### src/rtl/world_step_sequencer.sv
// world_step_sequencer: run/pause/single-step sequencer for sense -> settle -> clock -> update.
// Optional step limit enabled by defining WORLD_STEP_LIMIT_EN.
module world_step_sequencer #(
  parameter logic [27:0] DIV_FACTOR    = 28'd200000000,
  parameter int          SETTLE_CYCLES = 2,
  parameter int          HOLD_CYCLES   = 4,
  parameter logic [15:0] MAX_STEPS     = 16'd1000
) (
  input  logic        clock_50,
  input  logic        reset_key,
  input  logic        cmd_valid,
  input  logic [1:0]  cmd_code,
  output logic        cmd_ready,
  output logic        sense_en,
  output logic        robot_clock,
  output logic        update_en,
  output logic        running,
  output logic        busy,
  output logic [15:0] step_count,
  output logic        limit_hit
);

  localparam int PMAX =
    (SETTLE_CYCLES > HOLD_CYCLES) ? SETTLE_CYCLES : HOLD_CYCLES;
  localparam int PW = $clog2(PMAX + 1);
  localparam logic [PW-1:0] SET_LAST  = PW'(SETTLE_CYCLES - 1);
  localparam logic [PW-1:0] HOLD_LAST = PW'(HOLD_CYCLES - 1);
  localparam logic [27:0]   DIV_LAST  = DIV_FACTOR - 28'd1;

  localparam logic [1:0] C_RUN   = 2'b01;
  localparam logic [1:0] C_PAUSE = 2'b10;
  localparam logic [1:0] C_STEP  = 2'b11;

  localparam int I_STOP   = 0;
  localparam int I_WAIT   = 1;
  localparam int I_SENSE  = 2;
  localparam int I_SETTLE = 3;
  localparam int I_CLK    = 4;
  localparam int I_UPDATE = 5;

  // One-hot so every output is a single flop bit and robot_clock cannot glitch.
  typedef enum logic [5:0] {
    S_STOP   = 6'b000001,
    S_WAIT   = 6'b000010,
    S_SENSE  = 6'b000100,
    S_SETTLE = 6'b001000,
    S_CLK    = 6'b010000,
    S_UPDATE = 6'b100000
  } state_t;

  state_t        state, state_nx;
  logic [27:0]   div_q, div_nx;
  logic [PW-1:0] ph_q, ph_nx;
  logic          run_q, run_nx;
  logic [15:0]   cnt_q;
  logic          lim_q;
  logic          last_step;
  logic          accept;

  assign cmd_ready   = state[I_STOP] | state[I_WAIT];
  assign busy        = ~cmd_ready;
  assign sense_en    = state[I_SENSE];
  assign robot_clock = state[I_CLK];
  assign update_en   = state[I_UPDATE];
  assign running     = run_q;
  assign step_count  = cnt_q;
  assign limit_hit   = lim_q;
  assign accept      = cmd_valid & cmd_ready;

  always_ff @(posedge clock_50 or negedge reset_key) begin
    if (!reset_key) begin
      state <= S_STOP;
      div_q <= '0;
      ph_q  <= '0;
      run_q <= 1'b0;
    end else begin
      state <= state_nx;
      div_q <= div_nx;
      ph_q  <= ph_nx;
      run_q <= run_nx;
    end
  end

  always_comb begin
    state_nx = state;
    div_nx   = div_q;
    ph_nx    = ph_q;
    run_nx   = run_q;
    unique case (1'b1)
      state[I_STOP]: begin
        if (accept && !lim_q) begin
          if (cmd_code == C_RUN) begin
            run_nx   = 1'b1;
            state_nx = S_SENSE;
          end else if (cmd_code == C_STEP) begin
            state_nx = S_SENSE;
          end
        end
      end
      state[I_WAIT]: begin
        // PAUSE beats the terminal count on the same cycle.
        if (accept && cmd_code == C_PAUSE) begin
          run_nx   = 1'b0;
          div_nx   = '0;
          state_nx = S_STOP;
        end else if (div_q == DIV_LAST) begin
          div_nx   = '0;
          state_nx = S_SENSE;
        end else begin
          div_nx = div_q + 28'd1;
        end
      end
      state[I_SENSE]: begin
        ph_nx    = '0;
        state_nx = S_SETTLE;
      end
      state[I_SETTLE]: begin
        if (ph_q == SET_LAST) begin
          ph_nx    = '0;
          state_nx = S_CLK;
        end else begin
          ph_nx = ph_q + 1'b1;
        end
      end
      state[I_CLK]: begin
        if (ph_q == HOLD_LAST) begin
          ph_nx    = '0;
          state_nx = S_UPDATE;
        end else begin
          ph_nx = ph_q + 1'b1;
        end
      end
      state[I_UPDATE]: begin
        if (last_step) begin
          run_nx   = 1'b0;
          state_nx = S_STOP;
        end else begin
          state_nx = run_q ? S_WAIT : S_STOP;
        end
      end
      default: state_nx = S_STOP;
    endcase
  end

`ifdef WORLD_STEP_LIMIT_EN
  assign last_step = (cnt_q + 16'd1 == MAX_STEPS);

  always_ff @(posedge clock_50 or negedge reset_key) begin
    if (!reset_key) begin
      cnt_q <= '0;
      lim_q <= 1'b0;
    end else if (state[I_UPDATE]) begin
      if (cnt_q != MAX_STEPS) cnt_q <= cnt_q + 16'd1;
      if (last_step) lim_q <= 1'b1;
    end
  end
`else
  logic unused_max;
  assign unused_max = ^MAX_STEPS;
  assign last_step  = 1'b0;
  assign cnt_q      = '0;
  assign lim_q      = 1'b0;
`endif

endmodule
### config.mk
export PLATFORM = sky130hd
export DESIGN_NAME = world_step_sequencer
export DESIGN_NICKNAME = d
export VERILOG_FILES = /design/src/rtl/world_step_sequencer.sv
export SDC_FILE = /design/constraint.sdc
export NUM_CORES = 1
export LEC_CHECK = 0
export CORE_MARGIN = 2
export CORE_UTILIZATION = 55
export DETAILED_ROUTE_END_ITERATION = 7
export PLACE_DENSITY = 0.88
export SETUP_SLACK_MARGIN = 0.5
export SYNTH_ARGS = -nofsm -noshare
export SYNTH_HDL_FRONTEND = slang
export SYNTH_SLANG_ARGS = --single-unit
### constraint.sdc
create_clock -name clock_50 -period 2.3 [get_ports clock_50]
set_input_delay 0.46 -clock clock_50 [delete_from_list [all_inputs] [get_ports clock_50]]
set_output_delay 0.46 -clock clock_50 [all_outputs]
set_load 0.01 [all_outputs]
**Yosys cells after proc, flatten, opt, wreduce, memory -nomap -nowiden**

Index checks and enable logic that the tools add are counted.

- Register bits: 38
- Memories: 0
- Bits in latches: 0
- Memory bits (writable): 0
- ROM bits: 0
- Output and inout bits: 23
- Bits of input ports: 5

- Multipliers: 0
- Multiplexer cells: 18
- Add/subtract/negate cells: 2
- Shift operators: 0
- $lt $le $gt $ge: 0
- Reduce and logical (&&, ||, !) cells: 4
- Equality and inequality tests: 9
- Div/mod/pow operators: 0
- Bitwise gates (word level): 3

Operators by type and width:

| kind | number |
|---|---|
| 28-bit 2-to-1 mux | 2 |
| 6-bit case mux with 6 select lines | 1 |
| 28-bit by 1-bit adder with 28-bit output, second input constant | 1 |
| 28-bit equality test, second input constant | 1 |
| 6-bit 2-to-1 mux | 3 |
| 3-bit 2-to-1 mux | 5 |
| 3-bit case mux with 3 select lines | 1 |
| 2-bit by 1-bit inequality test with 1-bit output, second input constant | 3 |
| 5-bit 2-to-1 mux | 1 |
| 2-bit equality test, second input constant | 2 |
| 4-bit AND reduction | 1 |
| 3-bit by 1-bit adder with 3-bit output, second input constant | 1 |
| 3-bit by 1-bit equality test with 1-bit output, second input constant | 1 |
| 3-bit by 2-bit equality test with 1-bit output, second input constant | 1 |
| 1-bit 2-to-1 mux | 3 |
| 3-bit nonzero test | 1 |
| 2-bit by 1-bit equality test with 1-bit output, second input constant | 1 |
| 2-bit 2-to-1 mux | 1 |
| 1-bit case mux with 2 select lines | 1 |
| 2-bit nonzero test | 1 |
| 1-bit bitwise AND | 1 |
| 1-bit logical AND | 1 |
| 1-bit inverter | 1 |
| 1-bit bitwise OR | 1 |

**Logic depth before layout (Yosys ltp)**

- Depth in word-level cells: 5
- Mapped depth: 8

**Worst setup path before layout**

Ideal clock, no wire load.

- Path kind: reg2reg
- Start point: register div_q[0]
- End point: register div_q[10]
- Setup time: 0.141 ns
- Clock period less this slack: 2.022 ns
- Cell stages (with the launch flop): 9
- Data arrival time: 1.881 ns
- Slack: 0.278 ns
- Cells stage by stage: dfrtp_1 ha_1 nand3_1 or3_1 buf_6 o31a_4 buf_6 a31oi_1 a31oi_1

- Longest elaborated chain between the ends: 3

RTL lines:

| item | line | RTL |
|---|---|---|
| from (decl) | 52 | `logic [27:0] div_q, div_nx;` |
| from (signal assigned) | 78 | `div_q <= div_nx;` |
| 28-bit by 1-bit adder with 28-bit output / 28-bit equality test (equally long branches) | 110, 106 |  |
| 28-bit 2-to-1 mux * | 106 | `end else if (div_q == DIV_LAST) begin` |
| 28-bit 2-to-1 mux * | 102 | `if (accept && cmd_code == C_PAUSE) begin` |

Every way passes the cells marked *; elsewhere a longest branch is shown, timed or not.
A chain may end at the register's enable or synchronous reset.

**Worst setup path in the final report**

- Start point: register div_q[1]
- End point: register div_q[11]

Same word-level chain as after synthesis.

==> run_results.csv <==
group,metric,value,unit
status,status,"finished, final reports clean",
clocking,clk-insertion-delay-late,0.30,ns
detailed_routing,routed-via-count,2177,
detailed_routing,wire_per_inst,18.6,µm
worst_setup_path,cp-end-kind,"flip-flop",
worst_setup_path,worstSetupPathType,"reg -> reg",
sta,hold_violations,0,
synth,synthCells,247,
floorplanning,io_pins,28,
sta,worstMarginPinSlew,0.823,ns
power_and_ir_drop,switching_share,38.8,%
detailed_routing,firstDrtPassIters,5,
synth,ys_types,48,
grt,track_usage,24.9,%
floorplanning,placeableCoreArea,0.00400,mm²
layout,fill_cells,273,
sta,slew_viol_final,0,
layout,final_util,71.6,%
power_and_ir_drop,p_sw,0.930,mW
grt,antenna_found_initial,0,
worst_setup_path,path_cells,"ha_2 > nand3_2 > or3_4 > o31ai_4 > buf_4 > or3_1 > o21ai_1",
grt,grt-ovfl-total,0,
sta,fmax,0.492,GHz
detailed_routing,ant_nets,0,
layout,multiInputGateArea,0.00133,mm²
worst_setup_path,path_max_fanout,5,
hold_path,min_path_type,"in -> async",
power_and_ir_drop,max-vdd-ir-drop,0.386,mV
layout,stdcell_count,341,
worst_setup_path,cp_num_cells,7,
synth,synth_area,0.00227,mm²
sta,tns,0,ns
worst_setup_path,critPathTopFamily,"simple AND/OR/NAND/NOR gates",
placed_design,gp_congestion,0.917,
synth,synthFlopType,"dfrtp_1",
clocking,ctsHoldBuffers,0,
floorplanning,die_w,68.3,µm
sta,setup_viol,0,
worst_setup_path,slowest_delay,0.43,ns
placed_design,dp_hpwl,3570,µm
layout,regArea,957,µm²
worst_setup_path,crit_arrival,2.20,ns
sta,hold-worst-slack,0.249,ns
synth,ys_seq_area_share,41.9,%
detailed_routing,dr.first_iter.drc_count,216,
power_and_ir_drop,p_clk_share,18.6,%
placed_design,placed_cells_incl_taps,314,
clocking,root_buffer,"clkbuf_8",
synth,ys_warn_count,0,
detailed_routing,drcViolationCount,0,
synth,synth_top_area_cell,"dfrtp_1",
placed_design,dp_slack,0.0331,ns
power_and_ir_drop,power_leakage,1.25,nW
detailed_routing,vias_per_cell,6.38,
floorplanning,dieArea,0.00467,mm²
sta,grt_setup_unrepaired,"true",
sta,relSlewSlack,45.1,%
layout,nNetsFinal,300,
layout,final_common_cell,"dfrtp_1",
clocking,cts_max_path_buffers,2,
detailed_routing,routed_wl,6350,µm
synth,ys_seq_elements,38,
power_and_ir_drop,intPower,1.47,mW
sta,min_period_over_period,88.4,%
job,drv_cap,0,
clocking,htreeDepth,2,
synth,synthTopCellsByArea,"dfrtp_1, a31oi_1, buf_4",
worst_setup_path,start_kind,"flip-flop",
worst_setup_path,reg2reg_depth,7,
layout,layout-drive-gt1-share,31.6,%
grt,grt_pass1_vias,1926,
sta,layout_min_cycle_time,2.03,ns
grt,grt_start_max_net_pins,39,
placed_design,dpl_cell_area,0.00245,mm²
floorplanning,rows,23,
layout,fin_area,0.00286,mm²
power_and_ir_drop,powerDensity,836,mW/mm²
layout,n_antenna_cell,0,
clocking,clk_pin_slew_worst_paths,0.08,ns
layout,area_delta_synth_final,25.9,%
worst_setup_path,crit_path_top_delay_cell,"or3_4",
synth,synth_edf_count,0,
floorplanning,chipHeight,68.3,µm
worst_setup_path,crit_buf_inv,1,
sta,setup_ws,0.268,ns
layout,layout_common_cells,"dfrtp_1, buf_4, a31oi_1",
power_and_ir_drop,pwr-share-comb,44.1,%
clocking,clock_sink_count,38,
synth,async_flop_share,100,%
floorplanning,initial_core_util,56.9,%
clocking,cts_tree,"built",
worst_setup_path,critical_path_required,2.47,ns
sta,skew,0.0131,ns
power_and_ir_drop,power,2.40,mW
synth,post_synth.cell_area_avg,9.21,µm²
clocking,numCtsBuffers,5,
placed_design,port-buffer-count,10,
power_and_ir_drop,seqPwrFrac,37.3,%
grt,grt_pass1_wl,8600,µm
synth,yosysTopAreaCellShare,40.7,%
-- routing by layer --
layer	GRT usage, %	part of all wire (%)	vias to the layer above
li1	-	-	971
met3	4.77	5.6	27
met2	43.6	50	118
met4	10.8	3.2	0
met5	0	0	-
met1	29.8	42	1061
-- worst register-to-register path: stages, from the launching register on --
cell,delay (ns)
dfrtp_1,0.37
ha_2,0.20
nand3_2,0.08
or3_4,0.43
o31ai_4,0.41
buf_4,0.21
or3_1,0.13
o21ai_1,0.08
-- cells in the mapped netlist, types with 2 or more instances --
cell type,n
nand2_1,21
inv_1,10
nand3_1,8
or3_1,5
buf_4,17
and4_1,4
nand2b_1,2
a22o_1,5
nor3_1,7
ha_1,5
nor2_1,12
and3_1,3
xor2_1,2
nor4_1,5
buf_6,4
o21ai_0,16
o21ai_1,3
or3_2,2
nand4_1,5
a21o_1,4
a41oi_1,3
and2_1,4
clkbuf_1,3
a21oi_1,14
a31oi_1,22
a31o_2,3
dfrtp_1,37
-- sequential cells by signal (all words and copies together), names as in the netlist --
name and cells:
div_q 28, state 6, ph_q 3, running 1
-- power groups by stage --
| stage | logic, mW | clock network [mW] | registers, mW |
|---|---|---|---|
| finish | 1.06 | 0.447 | 0.893 |
| global route | 1.13 | 0.488 | 0.903 |
| floorplan | 0.578 | 0 | 0.887 |
| global placement | 0.749 | 0 | 0.889 |
| CTS | 0.908 | 0.448 | 0.881 |
| detailed placement | 0.792 | 0 | 0.901 |
-- area by class of cell --
class                           count  share of cell area (%)
Multi-Input combinational cell    188                    46.3
Timing Repair Buffer               46                    13.8
Inverter                           11                    1.44
Sequential cell                    38                    33.4
Clock inverter                      2                   0.349
Clock buffer                        6                    2.53
Tap cell                           50                    2.18
-- timing repair --
| item | CTS | global route |
|---|---|---|
| setup endpoints to repair | 32 | 33 |
| pin swaps | 8 | 15 |
| gates resized for setup | 12 | 38 |
| buffers inserted | 14 | 5 |
| hold endpoints to repair | 0 | 0 |
-- logic make-up (layout without fill, tap and decap cells) --
logic type	after synthesis	in the layout	share of synthesized area [%]
AND/OR/NAND/NOR	84	84	19.6
AO/OA/AOI/OAI	77	77	22.8
flip-flops	38	38	41.9
buffers and inverters	37	65	10.7
adder cells (fa/ha/maj)	5	5	2.75
XOR/XNOR	3	3	1.16
multiplexers	2	2	0.935
other	1	17	0.165
-- final timing paths --
check | start | to | slack (ns)
max | div_q[1]$_DFFE_PN0P_ | div_q[11]$_DFFE_PN0P_ | 0.27
min | reset_key | div_q[8]$_DFFE_PN0P_ | 0.25
max reg2reg | div_q[1]$_DFFE_PN0P_ | div_q[11]$_DFFE_PN0P_ | 0.27
min reg2reg | ph_q[1]$_DFFE_PN0P_ | ph_q[1]$_DFFE_PN0P_ | 0.52
max in group asynchronous | reset_key | div_q[12]$_DFFE_PN0P_ | 1.47
min in group clock_50 | ph_q[1]$_DFFE_PN0P_ | ph_q[1]$_DFFE_PN0P_ | 0.52
No activity file was read; power rests on OpenSTA's default activity.
